[src/rtl/logic_unit_arbiter_pkg.sv]
// Shared constants for the logic unit arbiter: opcodes, FSM states, default sizes.
package logic_unit_arbiter_pkg;

    localparam int unsigned DEFAULT_WIDTH = 8;
    localparam int unsigned DEFAULT_NREQ  = 4;

    localparam logic [1:0] OP_NOT = 2'b00;
    localparam logic [1:0] OP_AND = 2'b01;
    localparam logic [1:0] OP_OR  = 2'b10;
    localparam logic [1:0] OP_XOR = 2'b11;

    typedef enum logic [1:0] {
        IDLE = 2'b00,
        EXEC = 2'b01,
        RESP = 2'b10
    } state_t;

endpackage

[src/rtl/logic_unit_arbiter_rr_arbiter.sv]
// Combinational round-robin grant: search starts one past last_grant and wraps.
module rr_arbiter
    import logic_unit_arbiter_pkg::*;
#(
    parameter int unsigned NREQ = DEFAULT_NREQ,
    parameter int unsigned ID_W = $clog2(NREQ)
) (
    input  logic [NREQ-1:0] req_valid,
    input  logic [ID_W-1:0] last_grant,
    output logic [NREQ-1:0] grant,
    output logic [ID_W-1:0] grant_idx,
    output logic            grant_any
);

    logic [ID_W-1:0] idx;

    always_comb begin
        grant     = '0;
        grant_idx = '0;
        grant_any = 1'b0;
        idx       = '0;
        for (int unsigned k = 1; k <= NREQ; k++) begin
            idx = ID_W'((32'(last_grant) + k) % NREQ);
            if (!grant_any && req_valid[idx]) begin
                grant[idx] = 1'b1;
                grant_idx  = idx;
                grant_any  = 1'b1;
            end
        end
    end

endmodule

[src/rtl/logic_unit_arbiter.sv]
// Round-robin shared bitwise logic unit with a tagged response channel.
// Optional completed-operation counter enabled by LOGIC_ARB_STATS_EN.
module logic_unit_arbiter
    import logic_unit_arbiter_pkg::*;
#(
    parameter int unsigned WIDTH = DEFAULT_WIDTH,
    parameter int unsigned NREQ  = DEFAULT_NREQ
) (
    input  logic                       clk,
    input  logic                       rst,
    input  logic [NREQ-1:0]            req_valid,
    output logic [NREQ-1:0]            req_ready,
    input  logic [2*NREQ-1:0]          req_op,
    input  logic [WIDTH*NREQ-1:0]      req_a,
    input  logic [WIDTH*NREQ-1:0]      req_b,
    output logic                       rsp_valid,
    input  logic                       rsp_ready,
    output logic [$clog2(NREQ)-1:0]    rsp_id,
    output logic [WIDTH-1:0]           rsp_data
`ifdef LOGIC_ARB_STATS_EN
    ,
    output logic [15:0]                op_count
`endif
);

    localparam int unsigned ID_W = $clog2(NREQ);

    state_t             state;
    logic [1:0]         op_q;
    logic [WIDTH-1:0]   a_q;
    logic [WIDTH-1:0]   b_q;
    logic [ID_W-1:0]    id_q;
    logic [ID_W-1:0]    last_grant;

    logic [NREQ-1:0]    grant;
    logic [ID_W-1:0]    grant_idx;
    logic               grant_any;

    logic [1:0]         op_arr [NREQ];
    logic [WIDTH-1:0]   a_arr  [NREQ];
    logic [WIDTH-1:0]   b_arr  [NREQ];

    // Unpack the flat request buses so the winner can be selected by index.
    for (genvar i = 0; i < NREQ; i++) begin : g_unpack
        assign op_arr[i] = req_op[2*i +: 2];
        assign a_arr[i]  = req_a[WIDTH*i +: WIDTH];
        assign b_arr[i]  = req_b[WIDTH*i +: WIDTH];
    end

    rr_arbiter #(
        .NREQ (NREQ),
        .ID_W (ID_W)
    ) u_rr_arbiter (
        .req_valid  (req_valid),
        .last_grant (last_grant),
        .grant      (grant),
        .grant_idx  (grant_idx),
        .grant_any  (grant_any)
    );

    assign req_ready = (state == IDLE) ? grant : '0;

    function automatic logic [WIDTH-1:0] logic_fn(
        input logic [1:0]       op,
        input logic [WIDTH-1:0] a,
        input logic [WIDTH-1:0] b
    );
        case (op)
            OP_NOT:  return ~a;
            OP_AND:  return a & b;
            OP_OR:   return a | b;
            default: return a ^ b;
        endcase
    endfunction

    // Grant -> execute -> respond sequencer.
    always_ff @(posedge clk or posedge rst) begin
        if (rst) begin
            state      <= IDLE;
            rsp_valid  <= 1'b0;
            rsp_id     <= '0;
            rsp_data   <= '0;
            op_q       <= '0;
            a_q        <= '0;
            b_q        <= '0;
            id_q       <= '0;
            last_grant <= ID_W'(NREQ - 1);
        end else begin
            case (state)
                IDLE: begin
                    if (grant_any) begin
                        op_q       <= op_arr[grant_idx];
                        a_q        <= a_arr[grant_idx];
                        b_q        <= b_arr[grant_idx];
                        id_q       <= grant_idx;
                        last_grant <= grant_idx;
                        state      <= EXEC;
                    end
                end
                EXEC: begin
                    rsp_data  <= logic_fn(op_q, a_q, b_q);
                    rsp_id    <= id_q;
                    rsp_valid <= 1'b1;
                    state     <= RESP;
                end
                RESP: begin
                    if (rsp_ready) begin
                        rsp_valid <= 1'b0;
                        state     <= IDLE;
                    end
                end
                default: state <= IDLE;
            endcase
        end
    end

`ifdef LOGIC_ARB_STATS_EN
    // Counts response handshakes; wraps naturally at 16 bits.
    always_ff @(posedge clk or posedge rst) begin
        if (rst) begin
            op_count <= '0;
        end else if (state == RESP && rsp_valid && rsp_ready) begin
            op_count <= op_count + 16'd1;
        end
    end
`endif

endmodule

[config.mk]
export PLATFORM = sky130hd
export DESIGN_NAME = logic_unit_arbiter
export DESIGN_NICKNAME = d
export VERILOG_FILES = /design/src/rtl/logic_unit_arbiter_pkg.sv /design/src/rtl/logic_unit_arbiter_rr_arbiter.sv /design/src/rtl/logic_unit_arbiter.sv
export SDC_FILE = /design/constraint.sdc
export NUM_CORES = 1
export LEC_CHECK = 0
export ABC_AREA = 1
export CORE_MARGIN = 8
export CORE_UTILIZATION = 53
export DETAILED_ROUTE_END_ITERATION = 16
export PLACE_DENSITY = 0.9
export RECOVER_POWER = 100
export SYNTH_ARGS = -nofsm -noshare
export SYNTH_HDL_FRONTEND = slang
export SYNTH_HIERARCHICAL = 1
export SYNTH_SLANG_ARGS = --single-unit
[constraint.sdc]
create_clock -name clk -period 6.1 [get_ports clk]
set_clock_uncertainty 0.2 [all_clocks]
set_input_delay 0.915 -clock clk [delete_from_list [all_inputs] [get_ports clk]]
set_output_delay 0.915 -clock clk [all_outputs]
set_load 0.03 [all_outputs]
==> metrics.yaml, run 1 <==
clocking:
  h-tree-depth: 2
  cts_buffer_depth: 2
  clock_sinks: 35
  hold_buffers: 0
  cts_tree: "built"
  cts_resized: 0
  path_clk_slew_ps: 70
  numCtsBuffers: 5
  post_cts_buffers: 0
  clk_latency_ps: 280
  cts-root-buf: "clkbuf_8"
critical_path:
  critPathKind: "reg -> out"
  rrSetupSlack_ps: 1770
  crit-reg2reg-launch: "last_grant[1]"
  reg2reg_to: "id_q[1]"
  worstPathArrival_ps: 3850
  required_ps: 4980
  endpoint_kind: "output port"
  crit_fanout: 12
  cp-start-kind: "flip-flop"
  reg2reg_depth: 11
pwr:
  ir_worst_vdd_uv: 420.3
  powerDensity_nw_per_um2: 588.7
  p_leak_nw: 2.459
synth:
  synth_top_area_cell: "dfrtp_1"
  synth_seq_cells: 35
  syn_area_sq_um: 3316
  ys_seq_area_frac: 0.2649
  yosys_warnings: 6
  synth_nets: 642
  synthTopCellsByArea: "dfrtp_1, nand2_1, inv_1"
  postSynthCellCount: 539
  synth_cell_type_count: 25
  syn_area_per_cell_sq_um: 6.152
  synth_top_area_share: 0.2491
  yosysMostFrequentCell: "nand2_1"
  synthArstFlopShare: 1.000
  synth_edf_count: 0
  synth_common_cells: "nand2_1, inv_1, nand3_1"
  ys.flop_type: "dfrtp_1"
layout:
  layout-drive-gt1-share: 0.04026
  stdcell_count: 698
  final_nets: 723
  syn2layout_area_growth_pct: 28.23
  fillers: 521
  fin_area_sq_um: 4252
  diodes: 0
min_path:
  worstHoldStart: "rsp_data[6]"
  min_path_type: "reg -> reg"
  min_to: "rsp_data[6]"
  whs_path_depth: 2
drt:
  antenna_left: 0
  wire_per_inst_microns: 12.11
  routed_via_density: 4.861
  drc: 0
  routed-via-count: 3393
  drt-initial-drc-count: 214
  totalWireLength_microns: 8450
  dr.pass1.iters: 4
placement:
  dpl_cell_area_sq_um: 4194
  io_buffer_count: 93
  gp_congestion: 0.8429
  dp.cells: 690
  dpl.hpwl_microns: 6575
grt:
  overflow: 0
  grt_pass1_vias: 3304
  grt_pass1_wl_microns: 14410
  grt_max_degree: 39
  gr-usage-all-layers: 0.1920
  antenna_found_initial: 0
sta:
  finalSetupViolCount: 0
  drv_slew: 36
  max_slew_margin: -0.1690
  finalHoldViolCount: 0
  period_minus_slack_ps: 4965
  period_share: 0.8139
  clock.fmax_ghz: 0.2014
  setup_tns_ps: 0
  max_slew.worst_pin.slew_ps: 1754
  rsz0062_at_grt: "false"
flow_run:
  drv_cap: 1
floorplanning:
  core_sq_um: 6205
  initial_core_util: 0.5344
  die_w_microns: 95.10
  dieArea_sq_um: 9043
  die_h_microns: 95.10
  rows: 29
  io_pins: 94
outcome:
  violations: "max-capacitance violations, max-slew violations"
  status: "complete, but fails checks"
-- cell usage in the layout (no fill, tap or decap), drive strengths merged --
cell type / synthesis / routed
nor2: 25 / 25
buf: 21 / 1
nand3: 74 / 74
dlygate4sd3: 0 / 15
inv: 119 / 119
nand2: 208 / 208
dfrtp: 33 / 33
clkdlybuf4s50: 0 / 78
clkbuf: 0 / 8
ha: 24 / 24
a21boi: 4 / 4
o21ai: 14 / 14
a21oi: 8 / 8
nand4: 6 / 6
nand3b: 1 / 1
dfstp: 2 / 2
clkinv: 0 / 1
-- logic make-up (layout without fill, tap and decap cells) --
group           after synthesis  count (layout)  synth area share
buf+inv                     140             222            0.1875
flops                        35              35            0.2649
simple gates                314             314            0.4147
fa+ha+maj                    24              24           0.09057
compound gates               26              26           0.04226
-- worst max-delay path: stages (launching register included) --
cell,delay (ps)
dfstp_1,750
inv_1,260
ha_1,420
inv_1,110
nand3_1,230
nand2_4,90
nor2_1,520
nand4_1,190
nand3_1,120
inv_1,40
nor2_1,80
dlygate4sd3_1,750
-- metal layers --
metal  share of wire  vias to the layer above  global-route usage  wire (microns)
met5               0                        -                   0               0
met4           0.011                        0             0.04551              97
met1            0.45                     1494              0.2474            3843
li1                -                     1774                   -               -
met3           0.064                       11             0.04173             537
met2            0.47                      114              0.3193            3971
-- flip-flops by register name, summed over array words and instances (netlist names) --
name / cells
a_q: 8
b_q: 8
id_q: 2
last_grant: 2
op_q: 2
rsp_data: 8
rsp_id: 2
rsp_valid: 1
state: 2
-- power breakdown --
part	internal [mW]	switching (mW)
Clock	0.0909	0.0782
Sequential	0.362	0.124
Combinational	0.623	1.23
Total	1.08	1.43
-- how the worst max path moves through the flow --
stage                               to          start  depth (start not counted)  slack, ps
after floorplan           req_ready[0]  last_grant[0]                         12       2770
after global placement    req_ready[1]   req_valid[2]                         11       2080
after detailed placement  req_ready[0]   req_valid[3]                         11       1960
after CTS                 req_ready[0]  last_grant[1]                         11       1840
after global routing      req_ready[2]  last_grant[1]                         11        830
final                     req_ready[2]  last_grant[1]                         11       1140
-- stage by stage --
step / hold WS, ps / worst slack, ps / util / power, mW
global placement: 261.8 / 2079 / 0.6759 / 2.296
detailed placement: 265.2 / 1965 / 0.6759 / 2.359
global route: 317.3 / 833.1 / 0.6852 / 2.791
finish: 273.9 / 1135 / 0.6852 / 2.503
CTS: 283.0 / 1837 / 0.6907 / 2.549
floorplan: 274.4 / 2775 / - / 2.042
-- cell type report --
type	count	area (sq um)	area share
repair buffers	95	942.2	0.2216
flip-flops and latches	35	878.3	0.2066
clock buffers	7	86.33	0.02031
multi-input cells	364	1789	0.4208
clock inverters	1	5.005	0.001177
well taps	77	96.34	0.02266
inverters	119	454.2	0.1068
No activity file was read; power rests on OpenSTA's default activity.
==> run 2: changes to the inputs <==
--- a/config.mk
+++ b/config.mk
@@ -7,9 +7,9 @@
 export LEC_CHECK = 0
 export ABC_AREA = 1
 export CORE_MARGIN = 8
-export CORE_UTILIZATION = 53
+export CORE_UTILIZATION = 44
 export DETAILED_ROUTE_END_ITERATION = 16
-export PLACE_DENSITY = 0.9
+export PLACE_DENSITY = 0.8
 export RECOVER_POWER = 100
 export SYNTH_ARGS = -nofsm -noshare
 export SYNTH_HDL_FRONTEND = slang
==> constraint.sdc (replaced) <==
create_clock -name clk -period 4.3 [get_ports clk]
set_clock_uncertainty 0.2 [all_clocks]
set_input_delay 0.645 -clock clk [delete_from_list [all_inputs] [get_ports clk]]
set_output_delay 0.645 -clock clk [all_outputs]
set_load 0.03 [all_outputs]
==> metrics.yaml, run 2 (synthesis gave the netlist of run 1 again) <==
critical_path:
  required_ps: 3450
  endpoint_kind: "output port"
  cp-start-kind: "flip-flop"
  critPathBufInv: 4
  crit_family: "buffers and inverters"
  crit_fanout: 13
  max_stage_delay_ps: 740
  worstPathArrival_ps: 3190
  crit_path_top_delay_cell: "dlygate4sd3_1"
  critPathKind: "reg -> out"
  crit_chain: "inv_8 -> ha_1 -> inv_1 -> nand3_4 -> nand2_4 -> nor2_4 -> nand3_1 -> nand3_1 -> inv_1 -> nor2_1 -> dlygate4sd3_1"
layout:
  final_nets: 724
  diodes: 0
  post-route-util: 0.5942
  final_cell_mix: "nand2_1, inv_1, clkdlybuf4s50_1"
  fin_area_sq_um: 4333
  top_regs: "a_q: 8 flops, b_q: 8 flops, rsp_data: 8 flops"
  final_common_cell: "nand2_1"
  layout-drive-gt1-share: 0.04823
  syn2layout_area_growth_pct: 30.68
outcome:
  status: "complete, but fails checks"
  violations: "max-capacitance violations, max-slew violations"
pwr:
  p_int_mw: 1.611
  ir_worst_vdd_uv: 395.8
  seqPwrFrac: 0.188
  combPwrFrac: 0.728
  p_leak_nw: 2.481
  powerDensity_nw_per_um2: 842.1
  switching_share: 0.5586
  p_switching_mw: 2.038
  clockPowerShare: 0.084
floorplanning:
  dieArea_sq_um: 10570
  die_h_microns: 102.8
  io_pins: 94
  rows: 31
  die_w_microns: 102.8
  core_sq_um: 7292
  initial_core_util: 0.4547
sta:
  max_slew_margin: -0.2067
  clock.fmax_ghz: 0.2476
  finalSetupViolCount: 0
  period_share: 0.9393
  max_slew.worst_pin.slew_ps: 1810
  drv_slew: 36
  setup_tns_ps: 0
  rsz0062_at_grt: "false"
  finalHoldViolCount: 0
  period_minus_slack_ps: 4039
min_path:
  min_path_type: "reg -> reg"
drt:
  routed-via-count: 3347
  drc: 0
  wire_per_inst_microns: 11.91
  drt-initial-drc-count: 224
  totalWireLength_microns: 8585
  routed_via_density: 4.642
  antenna_left: 0
  dr.pass1.iters: 4
grt:
  overflow: 0
  grt_max_degree: 37
  grt_pass1_wl_microns: 14860
  gr-usage-all-layers: 0.1718
  antenna_found_initial: 0
  grt_pass1_vias: 3366
clocking:
  cts_tree: "built"
  post_cts_buffers: 0
  numCtsBuffers: 5
  cts_buffer_depth: 2
  hold_buffers: 0
  cts-root-buf: "clkbuf_8"
  path_clk_slew_ps: 70
  clock_sinks: 35
  h-tree-depth: 2
  clk_latency_ps: 290
  cts_resized: 0
placement:
  dpl.hpwl_microns: 6720
  gp_congestion: 0.8747
  io_buffer_count: 93
  dpl_cell_area_sq_um: 4229
flow_run:
  drv_cap: 1
==> run 2: power by group through the flow <==
| stage | Sequential, mW | Combinational, mW | Clock [mW] |
|---|---|---|---|
| 4_1_cts | 0.690 | 2.71 | 0.313 |
| 3_5_place_dp | 0.695 | 2.68 | 0 |
| 3_3_place_gp | 0.685 | 2.61 | 0 |
| 2_1_floorplan | 0.711 | 2.19 | 0 |
| 6_report | 0.685 | 2.66 | 0.306 |
| 5_1_grt | 0.712 | 3.06 | 0.320 |
==> run 2: layout make-up <==
class / count / area (sq um)
Clock inverter: 2 / 35.03
Fill cell: 708 / 2959
Tap cell: 99 / 123.9
Multi-Input combinational cell: 364 / 1809
Inverter: 119 / 454.2
Clock buffer: 6 / 82.58
Timing Repair Buffer: 96 / 949.7
Sequential cell: 35 / 878.3
==> run 2: path summary, 6_finish.rpt <==
check                              start            to  slack, ps  cells after the start
setup / recovery           last_grant[0]  req_ready[1]        260                     11
min in group asynchronous            rst     rsp_id[1]       1240                      3
max in group asynchronous            rst        a_q[1]       1610                      3
setup reg to reg           last_grant[0]       id_q[0]        610                     11
hold / removal               rsp_data[1]   rsp_data[1]        270                      2
hold reg to reg              rsp_data[1]   rsp_data[1]        270                      2
==> run 2: worst min-delay path: stages, from the launching register on <==
cell,delay (ps)
dfrtp_1,340
nand2_1,50
nand2_1,50
==> run 2: stage by stage <==
step           power [mW]  setup slack [ps]  std cells  hold WS, ps
4_1_cts             3.709             313.3        721        283.2
3_3_place_gp        3.294             801.3        713        260.8
6_report            3.649             260.8        721        270.5
3_5_place_dp        3.373             636.0        713        264.5
5_1_grt             4.096             67.48        721        305.7
2_1_floorplan       2.896              1245        539        274.4
==> run 2: layer usage <==
metal | global-route usage | share of wire
met5 | 0 | 0
met4 | 0.05451 | 0.017
met3 | 0.03984 | 0.062
met2 | 0.2752 | 0.46
met1 | 0.2230 | 0.46
